$ cat config.mk
export PLATFORM = sky130hd
export DESIGN_NAME = db_bank
export DESIGN_NICKNAME = d
export VERILOG_FILES = /design/src/rtl/db_pkg.sv /design/src/rtl/db_channel.sv /design/src/rtl/db_bank.sv
export SDC_FILE = /design/constraint.sdc
export NUM_CORES = 1
export LEC_CHECK = 0
export CAP_MARGIN = 15
export CELL_PAD_IN_SITES_DETAIL_PLACEMENT = 1
export CELL_PAD_IN_SITES_GLOBAL_PLACEMENT = 2
export CORE_ASPECT_RATIO = 1.1
export CORE_MARGIN = 5
export CORE_UTILIZATION = 40
export CTS_CLUSTER_DIAMETER = 150
export DETAILED_ROUTE_END_ITERATION = 7
export HOLD_SLACK_MARGIN = 0.1
export PLACE_DENSITY_LB_ADDON = 0.05
export SLEW_MARGIN = 25
export SYNTH_ARGS = -nofsm -noshare
export SYNTH_HDL_FRONTEND = slang
export SYNTH_SLANG_ARGS = --single-unit
$ cat constraint.sdc
create_clock -name clk -period 4.9 [get_ports clk]
set_clock_uncertainty 0.2 [all_clocks]
set_input_delay 0.49 -clock clk [delete_from_list [all_inputs] [get_ports clk]]
set_output_delay 0.49 -clock clk [all_outputs]
set_load 0.05 [all_outputs]
$ cat src/rtl/db_pkg.sv
// db_pkg: shared types and constants for the db_bank debouncer.
//   db_state_t  - per-channel debounce state (2-bit)
//   width_for() - counter width able to hold 0..max_val
//   DEF_*       - default parameter values
package db_pkg;

  typedef enum logic [1:0] {
    S0 = 2'd0,
    W1 = 2'd1,
    S1 = 2'd2,
    W0 = 2'd3
  } db_state_t;

  localparam int DEF_CHANNELS     = 4;
  localparam int DEF_TICK_DIV     = 500000;
  localparam int DEF_STABLE_TICKS = 3;
  localparam int DEF_SYNC_STAGES  = 2;
  localparam int DEF_LONG_TICKS   = 100;

  function automatic int width_for(input int max_val);
    return (max_val < 1) ? 1 : $clog2(max_val + 1);
  endfunction

  localparam int DEF_CNT_W  = width_for(DEF_STABLE_TICKS);
  localparam int DEF_HOLD_W = width_for(DEF_LONG_TICKS);

endpackage

$ cat src/rtl/db_channel.sv
// db_channel: one debounce channel.
//   Synchroniser -> symmetric debounce FSM -> registered db and edge pulses.
//   Optional hold counter / long_press when DB_LONG_PRESS_EN is defined.
// Ports:
//   clk, reset   clock, async active-high reset
//   tick         shared sample tick (one clk wide)
//   mask         1 = channel enabled; 0 forces stable-low
//   raw          asynchronous raw level
//   db           debounced level
//   rise, fall   one-clk pulses, the cycle after db changes
//   long_press   one-clk pulse after LONG_TICKS ticks of db high (DB_LONG_PRESS_EN)
//
// state | meaning
// S0    | stable low, db = 0
// W1    | input high, counting ticks before committing high, db = 0
// S1    | stable high, db = 1
// W0    | input low, counting ticks before committing low, db = 1
module db_channel
  import db_pkg::*;
#(
  parameter int STABLE_TICKS = DEF_STABLE_TICKS,
  parameter int SYNC_STAGES  = DEF_SYNC_STAGES
`ifdef DB_LONG_PRESS_EN
  , parameter int LONG_TICKS = DEF_LONG_TICKS
`endif
) (
  input  logic clk,
  input  logic reset,
  input  logic tick,
  input  logic mask,
  input  logic raw,
  output logic db,
  output logic rise,
  output logic fall
`ifdef DB_LONG_PRESS_EN
  , output logic long_press
`endif
);

  localparam int CW = width_for(STABLE_TICKS);
  localparam logic [CW-1:0] CNT_LAST = CW'(STABLE_TICKS - 1);

  logic [SYNC_STAGES-1:0] sync_q;
  logic                   s_in;
  db_state_t              state_q, state_d;
  logic [CW-1:0]          cnt_q, cnt_d;
  logic                   db_q, db_d1_q, rise_q, fall_q;

  assign s_in = sync_q[SYNC_STAGES-1];

  always_ff @(posedge clk or posedge reset) begin
    if (reset) sync_q <= '0;
    else       sync_q <= {sync_q[SYNC_STAGES-2:0], raw};
  end

  always_ff @(posedge clk or posedge reset) begin
    if (reset) begin
      state_q <= S0;
      cnt_q   <= '0;
    end else begin
      state_q <= state_d;
      cnt_q   <= cnt_d;
    end
  end

  // A level change on s_in always takes priority over a coincident tick.
  always_comb begin
    state_d = state_q;
    cnt_d   = cnt_q;
    if (!mask) begin
      state_d = S0;
      cnt_d   = '0;
    end else begin
      case (state_q)
        S0: if (s_in) begin
          state_d = W1;
          cnt_d   = '0;
        end
        W1: begin
          if (!s_in) state_d = S0;
          else if (tick) begin
            if (cnt_q == CNT_LAST) state_d = S1;
            else                   cnt_d   = cnt_q + CW'(1);
          end
        end
        S1: if (!s_in) begin
          state_d = W0;
          cnt_d   = '0;
        end
        W0: begin
          if (s_in) state_d = S1;
          else if (tick) begin
            if (cnt_q == CNT_LAST) state_d = S0;
            else                   cnt_d   = cnt_q + CW'(1);
          end
        end
        default: begin
          state_d = S0;
          cnt_d   = '0;
        end
      endcase
    end
  end

  // db tracks the state register; pulses compare db against its one-cycle delay.
  always_ff @(posedge clk or posedge reset) begin
    if (reset) begin
      db_q    <= 1'b0;
      db_d1_q <= 1'b0;
      rise_q  <= 1'b0;
      fall_q  <= 1'b0;
    end else begin
      db_q    <= (state_d == S1) || (state_d == W0);
      db_d1_q <= db_q;
      rise_q  <= db_q & ~db_d1_q;
      fall_q  <= ~db_q & db_d1_q;
    end
  end

  assign db   = db_q;
  assign rise = rise_q;
  assign fall = fall_q;

`ifdef DB_LONG_PRESS_EN
  localparam int HW = width_for(LONG_TICKS);
  localparam logic [HW-1:0] HOLD_MAX  = HW'(LONG_TICKS);
  localparam logic [HW-1:0] HOLD_LAST = HW'(LONG_TICKS - 1);

  logic [HW-1:0] hold_q;
  logic          lp_q;

  // Saturation at HOLD_MAX is what limits long_press to once per press.
  always_ff @(posedge clk or posedge reset) begin
    if (reset) begin
      hold_q <= '0;
      lp_q   <= 1'b0;
    end else begin
      lp_q <= 1'b0;
      if (!db_q) begin
        hold_q <= '0;
      end else if (tick && (hold_q != HOLD_MAX)) begin
        hold_q <= hold_q + HW'(1);
        if (hold_q == HOLD_LAST) lp_q <= mask;
      end
    end
  end

  assign long_press = lp_q;
`endif

endmodule

$ cat src/rtl/db_bank.sv
// db_bank: multi-channel button/switch debouncer.
//   Shared prescaler generates tick; CHANNELS independent db_channel instances.
//   Optional feature macro: DB_LONG_PRESS_EN (adds long_press port and hold counters).
// Ports:
//   clk, reset   clock, async active-high reset
//   raw_in       raw asynchronous levels, one per channel
//   ch_mask      1 = channel enabled
//   db           debounced levels
//   rise, fall   one-clk edge pulses per channel
//   tick         prescaler tick, high while the prescaler sits at TICK_DIV-1
//   long_press   one-clk long-press pulses (DB_LONG_PRESS_EN only)
module db_bank
  import db_pkg::*;
#(
  parameter int CHANNELS     = DEF_CHANNELS,
  parameter int TICK_DIV     = DEF_TICK_DIV,
  parameter int STABLE_TICKS = DEF_STABLE_TICKS,
  parameter int SYNC_STAGES  = DEF_SYNC_STAGES,
  parameter int LONG_TICKS   = DEF_LONG_TICKS
) (
  input  logic                clk,
  input  logic                reset,
  input  logic [CHANNELS-1:0] raw_in,
  input  logic [CHANNELS-1:0] ch_mask,
  output logic [CHANNELS-1:0] db,
  output logic [CHANNELS-1:0] rise,
  output logic [CHANNELS-1:0] fall,
  output logic                tick
`ifdef DB_LONG_PRESS_EN
  , output logic [CHANNELS-1:0] long_press
`endif
);

  if (CHANNELS < 1 || CHANNELS > 32 || TICK_DIV < 2 ||
      STABLE_TICKS < 1 || STABLE_TICKS > 15 ||
      SYNC_STAGES < 2 || SYNC_STAGES > 3 || LONG_TICKS < 1) begin : g_bad_params
    $error("db_bank: parameter out of range");
  end

  localparam int DW = width_for(TICK_DIV - 1);
  localparam logic [DW-1:0] DIV_LAST = DW'(TICK_DIV - 1);

  logic [DW-1:0] div_q, div_d;
  logic          tick_q;

  assign div_d = (div_q == DIV_LAST) ? '0 : div_q + DW'(1);

  // tick is registered from the next count so it is high exactly while div_q == DIV_LAST.
  always_ff @(posedge clk or posedge reset) begin
    if (reset) begin
      div_q  <= '0;
      tick_q <= 1'b0;
    end else begin
      div_q  <= div_d;
      tick_q <= (div_d == DIV_LAST);
    end
  end

  assign tick = tick_q;

  for (genvar i = 0; i < CHANNELS; i++) begin : g_ch
    db_channel #(
      .STABLE_TICKS(STABLE_TICKS),
      .SYNC_STAGES (SYNC_STAGES)
`ifdef DB_LONG_PRESS_EN
      , .LONG_TICKS(LONG_TICKS)
`endif
    ) u_ch (
      .clk  (clk),
      .reset(reset),
      .tick (tick_q),
      .mask (ch_mask[i]),
      .raw  (raw_in[i]),
      .db   (db[i]),
      .rise (rise[i]),
      .fall (fall[i])
`ifdef DB_LONG_PRESS_EN
      , .long_press(long_press[i])
`endif
    );
  end

endmodule

### After elaboration in Yosys (flattened, before gate mapping)

Index checks and enable logic that the tools add are counted.

| word-level totals | value |
|---|---|
| bits in registers | 60 |
| bits of input ports | 10 |
| output and inout bits | 13 |
| word-level logic and storage cells | 178 |

| cells by class | value |
|---|---|
| add/sub/neg operators | 5 |
| eq/ne operators | 42 |
| mux-type cells | 73 |
| bitwise gates (word level) | 16 |
| reduce and logical (&&, ||, !) cells | 12 |

Operators by type and width:

| kind | number |
|---|---|
| 2-bit two-way mux | 64 |
| 2-bit case mux with 4 select lines | 8 |
| 2-bit equality test (second input constant) | 20 |
| 19-bit equality test (second input constant) | 2 |
| 3-bit by 2-bit != test with 1-bit output (second input constant) | 8 |
| 3-bit != test (second input constant) | 8 |
| 19-bit by 1-bit adder with 19-bit output (second input constant) | 1 |
| 19-bit two-way mux | 1 |
| 4-bit AND reduction | 4 |
| 2-bit by 1-bit adder with 2-bit output (second input constant) | 4 |
| 1-bit bitwise AND | 8 |
| 2-bit by 1-bit equality test with 1-bit output (second input constant) | 4 |
| 2-bit zero test | 4 |
| 1-bit inverter | 8 |
| 1-bit logical OR | 4 |

### Longest topological paths before layout

Gate-level depths: netlist of the first run.

| depth | value |
|---|---|
| word-level depth | 8 |
| depth in mapped cells | 6 |
| mapped depth without buffers | 6 |

### By module

Synthesis of the first run repeated with hierarchy kept, for this count alone.

| second synthesis, totals | value |
|---|---|
| cell total of the unflattened synthesis | 235 |
| area total of the unflattened synthesis | 2578.7 µm² |

Modules (own cells, without submodules):

| module | times used | cells an instance | area each (µm²) | sequential area each (µm²) |
|---|---|---|---|---|
| db_channel at g_ch[1].u_ch ... | 3 | 32 | 380.4 | 250.2 |
| db_bank | 1 | 109 | 1084.8 | 500.5 |
| db_channel at g_ch[0].u_ch | 1 | 30 | 352.8 | 225.2 |

### Worst setup path before layout of the first run

OpenSTA, ideal clock, no wires.

| path | value |
|---|---|
| kind | register to register |
| from | reg div_q[0] |
| to | reg tick_q (netlist: tick) |
| library setup time | 0.096 ns |
| data arrival time | 1.987 ns |
| data required time | 4.604 ns |
| path slack | 2.617 ns |
| stages on the path, launching flop included | 7 |
| path buffers | 0 |
| clock period less this slack | 2.283 ns |
| cells stage by stage | dfrtp_1 ha_1 and4_1 nand2_1 xnor2_1 or4b_2 nor4_2 |

| on the way | value |
|---|---|
| word-level cells in the longest chain between the ends | 3 |
| elaborated cells between the ends (all ways) | 4 |
| those cells by class | 1 x add/sub; 2 x eq/ne; 1 x mux |

RTL lines:

| element | line | source |
|---|---|---|
| start: declaration | db_bank.sv:43 | `logic [DW-1:0] div_q, div_d;` |
| start signal: assignment | db_bank.sv:54 | `div_q <= div_d;` |
| 19-bit by 1-bit adder with 19-bit output / 19-bit equality test (equally long branches) | db_bank.sv:46 | `assign div_d = (div_q == DIV_LAST) ? '0 : div_q + DW'(1);` |
| 19-bit two-way mux (*) | db_bank.sv:46 |  |
| via div_d[6] | db_bank.sv:43 |  |
| 19-bit equality test (*) | db_bank.sv:55 | `tick_q <= (div_d == DIV_LAST);` |
| end signal: assignment | db_bank.sv:55 |  |
| end: declaration | db_bank.sv:44 | `logic tick_q;` |

The timed path passes the listed nets; every way through them passes the cells marked *.
A chain may end at the register's enable or synchronous reset.

### Worst setup path after layout of the first run

| path | value |
|---|---|
| from | reg tick_q (netlist: tick) |
| to | out tick |

RTL lines:

| element | line | source |
|---|---|---|
| end: declaration | db_bank.sv:28 | `output logic tick` |

No word-level cell between the ends.

==> results of run 1 <==
[stage by stage]
stage                     area [um^2]  utilization (%)  hold slack (ns)  cells
after floorplan                  2730                -            0.131    242
after global placement           2950             44.8            0.135    332
after detailed placement         2950             44.8            0.139    332
after CTS                        3130             47.5            0.157    348
after global routing             3130             47.5            0.170    348
final                            3130             47.5            0.153    348
[sequential cells by signal (all words and copies together), names as in the netlist]
name / cells
div_q: 19
g_ch.u_ch.cnt_q: 8
g_ch.u_ch.state_q: 8
g_ch.u_ch.sync_q: 8
g_ch.u_ch.db: 4
g_ch.u_ch.db_d1_q: 4
g_ch.u_ch.fall: 4
g_ch.u_ch.rise: 4
tick: 1
[metal layers]
metal	vias to the layer above	track usage [%]	routed length, um
met4	0	7.18	106
li1	864	-	-
met5	-	0	0
met3	7	3.56	154
met2	18	23.4	2550
met1	895	16.0	2300
[cells in the mapped netlist, types with 4 or more instances]
cell,n
a21boi_1,8
and3_1,12
buf_4,13
dfrtp_1,60
ha_1,5
inv_1,7
mux2i_1,4
nand2_1,9
nand2b_1,9
nand3_1,11
nand3b_1,5
nand4_1,4
nor2_1,15
nor2b_1,17
nor3_1,5
o21a_1,4
xnor2_1,11
xor2_1,9
[final cells by class]
| cell class | count | area (um^2) |
|---|---|---|
| inverter | 7 | 26.3 |
| clock inverter | 7 | 52.6 |
| sequential | 60 | 1500 |
| timing repair buffer | 24 | 235 |
| fill | 722 | 3460 |
| multi-input combinational | 159 | 1090 |
| clock buffer | 9 | 124 |
| tap | 82 | 103 |
[where the power goes]
| part | total, mW | internal (mW) | switching [mW] |
|---|---|---|---|
| combinational | 0.0310 | 0.0142 | 0.0169 |
| clock | 0.393 | 0.184 | 0.209 |
| sequential | 0.505 | 0.501 | 0.00373 |
| total | 0.930 | 0.700 | 0.229 |
[how the worst max path moves through the flow]
stage               cells past startpoint  startpoint   end  slack, ns
finish                                  1        tick  tick       2.42
global route                            6    div_q[0]  tick       2.31
detailed placement                      6    div_q[0]  tick       2.45
CTS                                     1        tick  tick       2.39
global placement                        6    div_q[0]  tick       2.52
floorplan                               6    div_q[0]  tick       2.62
[cell families (layout without fill, tap and decap cells)]
| kind of cell | after synthesis | in the layout | synth area share (%) |
|---|---|---|---|
| DFF | 60 | 60 | 55.1 |
| muxes | 5 | 5 | 2.02 |
| adders and majority gates | 5 | 5 | 2.30 |
| buffers and inverters | 23 | 47 | 4.96 |
| xor gates and xnor gates | 20 | 20 | 6.43 |
| AOI/OAI and AO/OA | 22 | 22 | 5.83 |
| and+or+nand+nor | 107 | 107 | 23.4 |
==> reports/qor.csv, run 1 <==
metric,value,unit
r2r_end,tick,
clk_root_buffer_cell,clkbuf_8,
area_delta_synth_final,14.9,%
min_path_cells,0,
p_total,0.930,mW
tns,0,ns
critical_path_required,4.21,ns
post-dp-hpwl,3590,um
crit_type,register to output port,
initial_core_util,41.3,%
synthesis.nets,257,
gp_congestion,0.756,
portBuffers,22,
yosysTopAreaCell,dfrtp_1,
vias,1784,
ant_nets,0,
htree_levels,3,
synth.distinct_cells,39,
hold_violations,0,
max_cap_violations,0,
min_period_over_period,50.5,%
core,0.00659,mm^2
preCtsSetupSlack,2.45,ns
synth-async-reset-ratio,100,%
die_area,0.00857,mm^2
cp-end-kind,output port,
period_minus_slack,2.48,ns
synth_edf_count,0,
drive_above_1_share,9.40,%
cts_hold_buffers,0,
dr.pass1.iters,4,
path_max_fanout,9,
ys_seq_elements,60,
crit_family,buffers and inverters,
pwr_density_cell,297,mW/mm^2
drt-wirelength-per-cell,14.7,um
slew_headroom,50.4,%
cts_made_buffers,9,
timing.fmax,0.404,GHz
tightest_slew,0.745,ns
fp.dieH,96.6,um
drc,0,
rsz0062_at_grt,no,
grt_remaining_overflow,0,
ios,23,
cts.clk_slew.worst_paths,0.07,ns
vias_per_cell,5.13,
setup_slack,2.42,ns
peakVddDrop,0.000175,V
start_kind,register,
mostFrequentLayoutCells,"dfrtp_1, clkdlybuf4s50_1, nor2b_1, nor2_1, and3_1",
grt_max_degree,61,
holdPathEnd,g_ch[1].u_ch.sync_q[1],
synthTopCellsByArea,"dfrtp_1, nor2b_1, buf_4",
grt_pass1_vias,1897,
arrival,1.79,ns
drtIter0Drc,44,
core.rowCount,31,
clock_latency,0.33,ns
synth_cells,242,
r2r_start,div_q[0],
yosys_most_used_dff,dfrtp_1,
final_common_cell,dfrtp_1,
crit_slowest_cell,clkdlybuf4s50_1,
hp-class,register to register,
cp_cell_sequence,clkdlybuf4s50_1,
max_stage_delay,0.88,ns
wl,5110,um
clkSinkCount,60,
synthesis.area,0.00273,mm^2
clk_path_buf_depth,2,
post_cts_buffers,0,
rrSetupSlack,2.44,ns
ys_warn_count,0,
outcome,completed,
num_antenna_cells,0,
yosysSeqAreaShare,55.1,%
p_leak,1.39,nW
avgSynthCellArea,11.3,um^2
grt_pass1_wl,8880,um
cts_tree,done,
slew_violations,0,
critPathBufInv,1,
track_usage,13.8,%
min_from,g_ch[1].u_ch.sync_q[0],
post_cts_resized,0,
ff2ff_path_depth,6,
nNetsFinal,276,
antenna_found_initial,0,
yosys.area.top_type_share,55.1,%
die_w,88.7,um
setup_viol,0,
No activity file was read; power rests on OpenSTA's default activity.
==> run 2: changes to the inputs <==
--- a/config.mk
+++ b/config.mk
@@ -10,7 +10,7 @@
 export CELL_PAD_IN_SITES_GLOBAL_PLACEMENT = 2
 export CORE_ASPECT_RATIO = 1.1
 export CORE_MARGIN = 5
-export CORE_UTILIZATION = 40
+export CORE_UTILIZATION = 38
 export CTS_CLUSTER_DIAMETER = 150
 export DETAILED_ROUTE_END_ITERATION = 7
 export HOLD_SLACK_MARGIN = 0.1
==> constraint.sdc (replaced) <==
create_clock -name clk -period 2.6 [get_ports clk]
set_clock_uncertainty 0.2 [all_clocks]
set_input_delay 0.26 -clock clk [delete_from_list [all_inputs] [get_ports clk]]
set_output_delay 0.26 -clock clk [all_outputs]
set_load 0.05 [all_outputs]
==> run 2 against run 1 <==
  * Design area is 2.1% higher
  * Register-to-register slack got worse by 2.3 ns
  * Die area increased by 4.7%
  * Combinational power increased by 100%
  * Sequential power rose by 89%
  * Global-route usage is 0.49 points lower
  * Critical path type is now register to register
==> reports/qor.csv, run 2 (same netlist as run 1, synthesis figures left out) <==
metric,value,unit
area_delta_synth_final,17.3,%
critPathBufInv,0,
timing.fmax,0.409,GHz
antenna_found_initial,0,
tns,0,ns
hold_violations,0,
largest_reg_flops,19,
rsz0062_at_grt,no,
cp_cell_sequence,"ha_2, and4_1, nand2_1, xnor2_1, or4b_2, nor4_2",
portBuffers,22,
r2r_start,div_q[0],
grt_pass1_vias,1955,
regMostFlops,div_q,
fin_hold_ws,0.147,ns
utilization,45.6,%
grt_pass1_wl,9490,um
layout.cells.non_filler,353,
clk_path_buf_depth,2,
nNetsFinal,280,
initial_core_util,38.9,%
core,0.00701,mm^2
min_period_over_period,94.1,%
outcome,completed,
post-dp-hpwl,3850,um
tightest_slew,0.502,ns
drt-wirelength-per-cell,15.0,um
clk_root_buffer_cell,clkbuf_8,
gp_congestion,0.737,
min_from,g_ch[0].u_ch.sync_q[0],
critical_path_required,2.64,ns
wl,5310,um
slew_violations,0,
crit_family,simple AND/OR/NAND/NOR gates,
grt_max_degree,40,
path_max_fanout,6,
post_cts_buffers,0,
cts.clk_slew.worst_paths,0.06,ns
drive_above_1_share,9.70,%
peakVddDrop,0.000301,V
path_depth,6,
vias_per_cell,5.04,
cts_tree,done,
vias,1780,
ff2ff_path_depth,6,
slew_headroom,66.4,%
num_antenna_cells,0,
crit_slowest_cell,or4b_2,
max_stage_delay,0.69,ns
cts_made_buffers,9,
min_path_cells,0,
max_cap_violations,0,
cp-end-kind,register,
die_w,90.7,um
final_common_cell,dfrtp_1,
gr-usage-met1,16.5,%
start_kind,register,
htree_levels,3,
grt_use_met3,3.74,%
p_leak,1.43,nW
hp-class,register to register,
mostFrequentLayoutCells,"dfrtp_1, clkdlybuf4s50_1, nor2b_1, nor2_1, and3_1",
clock_latency,0.33,ns
groute.layer.met2.usage,21.7,%
track_usage,13.3,%
drc,0,
dr.pass1.iters,4,
arrival,2.49,ns
period_minus_slack,2.45,ns
core.rowCount,32,
critPathLaunch,div_q[0],
ios,23,
grt_remaining_overflow,0,
drtIter0Drc,47,
ant_nets,0,
busiest_layer,met2,
pwr_density_cell,573,mW/mm^2
crit_type,register to register,
setup_viol,0,
fp.dieH,98.8,um
dp.cells,338,
clkSinkCount,60,
die_area,0.00897,mm^2
## run 2: cell types whose count changed in the layout (fill, tap and decap cells not counted), sizes merged
cell | before | now
clkinvlp | 4 | 0
inv | 8 | 7
buf | 2 | 5
bufinv | 0 | 1
clkbuf | 9 | 12
dlygate4sd3 | 0 | 1
clkinv | 2 | 1
## run 2: final timing paths
kind / slack [ns] / to
hold reg to reg: 0.15 / g_ch[0].u_ch.sync_q[1]
setup / recovery: 0.15 / tick
min in group asynchronous: 0.62 / g_ch[3].u_ch.cnt_q[1]
hold / removal: 0.15 / g_ch[0].u_ch.sync_q[1]
max in group asynchronous: 0.99 / div_q[12]
setup reg to reg: 0.15 / tick
## run 2: power breakdown
group	internal (mW)	total (mW)	leakage (nW)	switching (mW)
clock	0.483	0.817	0.0983	0.334
sequential	0.946	0.953	0.800	0.00663
combinational	0.0297	0.0625	0.535	0.0328
total	1.46	1.83	1.43	0.373
## run 2: what timing repair did
action                                  CTS  global route
endpoints found under the setup margin    0             1
hold endpoints to repair                 21             0
gates resized for setup                   0             1
hold buffers                              1             0
## run 2: worst register-to-register path, delay by kind of cell, from the launching register on
family	cells	cell delay [ns]
flops	1	0.43
simple gates	4	1.32
xor+xnor	1	0.15
fa+ha+maj	1	0.27
## run 2: cell type report
class	instances	area, um^2
fill	754	3810
timing repair buffer	28	280
inverter	7	26.3
clock inverter	2	35.0
multi-input combinational	159	1090
sequential	60	1500
tap	85	106
clock buffer	12	155
## run 2: metrics by stage
step	power [mW]	instance area (um^2)	worst slack, ns
floorplan	1.00	2730	0.317
global placement	1.03	2990	0.226
detailed placement	1.03	2990	0.129
CTS	1.87	3190	0.117
global route	1.93	3200	0.0118
finish	1.83	3200	0.153
## run 2: routing by layer
metal	vias up	share of wire (%)
li1	876	-
met1	872	45
met2	22	49
met3	10	3.7
met4	0	1.6
met5	-	0
==> run 3: changes to the inputs <==
--- a/config.mk
+++ b/config.mk
@@ -8,7 +8,7 @@
 export CAP_MARGIN = 15
 export CELL_PAD_IN_SITES_DETAIL_PLACEMENT = 1
 export CELL_PAD_IN_SITES_GLOBAL_PLACEMENT = 2
-export CORE_ASPECT_RATIO = 1.1
+export CORE_ASPECT_RATIO = 0.9
 export CORE_MARGIN = 5
 export CORE_UTILIZATION = 38
 export CTS_CLUSTER_DIAMETER = 150
==> run 3 against run 2 <==
  * Register-to-register slack hardly changed
  * Die area hardly changed
  * Fmax rose by 0.13%
  * Combinational power down 1%
  * Critical path depth unchanged
  * Non-clock buffer count unchanged
  * Wire length decreased by 3.8%
  * Sequential cell count is the same
  * First-iteration DRC count shrank 30%
  * Total power down 7.1%
  * Global-route usage shrank 0.73 points
  * Largest power group unchanged
==> reports/qor.csv, run 3 (same netlist as run 1, synthesis figures left out) <==
metric,value,unit
outcome,completed,
tightest_slew,0.504,ns
area_delta_synth_final,16.3,%
die_w,99.3,um
vias_per_cell,4.93,
gp_congestion,0.734,
p_total,1.70,mW
clk_root_buffer_cell,clkbuf_8,
post-dp-hpwl,3520,um
max_cap_violations,0,
critPathBufInv,0,
clk_path_buf_depth,2,
period_minus_slack,2.44,ns
nNetsFinal,280,
cp-end-kind,register,
rsz0062_at_grt,no,
crit_slowest_cell,or4b_2,
arrival,2.48,ns
dr.pass1.iters,4,
core,0.00700,mm^2
wl,5110,um
die_area,0.00897,mm^2
clock_latency,0.33,ns
track_usage,12.6,%
tns,0,ns
peakVddDrop,0.000256,V
ant_nets,0,
mostFrequentLayoutCells,"dfrtp_1, clkdlybuf4s50_1, nor2b_1, nor2_1, and3_1",
drtIter0Drc,33,
drt-wirelength-per-cell,14.2,um
clkSinkCount,60,
critical_path_required,2.64,ns
hp-class,input port to asynchronous set/reset pin,
nFillCells,751,
core.rowCount,29,
cts_made_buffers,9,
fin_area,0.00317,mm^2
initial_core_util,38.9,%
preCtsSetupSlack,0.119,ns
timing.fmax,0.409,GHz
setup_viol,0,
grt_remaining_overflow,0,
p_leak,1.42,nW
hold_violations,0,
start_kind,register,
crit_family,simple AND/OR/NAND/NOR gates,
cts.clk_slew.worst_paths,0.07,ns
drc,0,
drive_above_1_share,10.4,%
htree_levels,3,
cts_tree,done,
setup_slack,0.156,ns
grt_pass1_vias,1858,
vias,1780,
slew_headroom,66.3,%
antenna_found_initial,0,
largest_reg_flops,19,
fp.dieH,90.3,um
max_stage_delay,0.69,ns
regMostFlops,div_q,
min_period_over_period,94.0,%
num_antenna_cells,0,
final_common_cell,dfrtp_1,
path_max_fanout,6,
cp_cell_sequence,"ha_2, and4_1, nand2_1, xnor2_1, or4b_2, nor4_2",
slew_violations,0,
ios,23,
grt_pass1_wl,8830,um
grt_max_degree,61,
portBuffers,22,
place_area,0.00301,mm^2
pwr_density_cell,537,mW/mm^2
crit_type,register to register,
run 3: cell types whose count changed in the layout (fill, tap and decap cells not counted), sizes merged:
cell,change
bufinv,-1
clkbuf,-3
clkinvlp,+1
dlygate4sd3,-1
clkinv,+3
buf,+1
run 3: final cells by class:
type	count	area [um^2]	area share, %
multi-input combinational	159	1090	34.4
inverter	7	26.3	0.829
tap	93	116	3.67
clock inverter	5	31.3	0.987
timing repair buffer	28	278	8.77
sequential	60	1500	47.4
clock buffer	9	124	3.91
run 3: power breakdown:
part           switching [mW]  total (mW)  internal (mW)
clock                   0.356       0.687          0.331
sequential            0.00711       0.953          0.946
combinational          0.0327      0.0616         0.0290
run 3: final timing paths:
kind                                        startpoint                      end  slack (ns)  cells past startpoint
max in group asynchronous                        reset                 div_q[9]        1.82                      3
worst min-delay path                             reset  g_ch[0].u_ch.state_q[0]        0.09                      3
min in group clk                g_ch[0].u_ch.sync_q[0]   g_ch[0].u_ch.sync_q[1]        0.15                      0
worst max register to register                div_q[0]                     tick        0.16                      6
worst max-delay path                          div_q[0]                     tick        0.16                      6
worst min register to register  g_ch[0].u_ch.sync_q[0]   g_ch[0].u_ch.sync_q[1]        0.15                      0
run 3: what timing repair did:
| item | CTS | global route |
|---|---|---|
| resized for setup | 0 | 1 |
| hold buffers | 0 | 0 |
| setup buffers | 0 | 0 |
| endpoints found under the setup margin | 0 | 1 |
run 3: routing by layer:
| metal | global-route usage (%) | routed length [um] | vias up | share of wire [%] |
|---|---|---|---|---|
| met2 | 18.8 | 2240 | 29 | 44 |
| met5 | 0 | 0 | - | 0 |
| met3 | 5.25 | 234 | 4 | 4.6 |
| met4 | 5.12 | 50 | 0 | 0.98 |
| li1 | - | - | 875 | - |
| met1 | 16.1 | 2590 | 872 | 51 |
run 3: stage by stage:
stage,hold slack (ns),util (%),std cells
6_report,0.0868,45.2,361
5_1_grt,0.114,45.2,361
4_1_cts,0.103,45.2,361
3_5_place_dp,0.136,43.0,347
3_3_place_gp,0.137,43.0,347
2_1_floorplan,0.0914,-,242
run 3: worst reg2reg max path, cell delays in order (launching register included):
cell and delay (ns):
dfrtp_1 0.43, ha_2 0.27, and4_1 0.29, nand2_1 0.09, xnor2_1 0.14, or4b_2 0.69, nor4_2 0.25
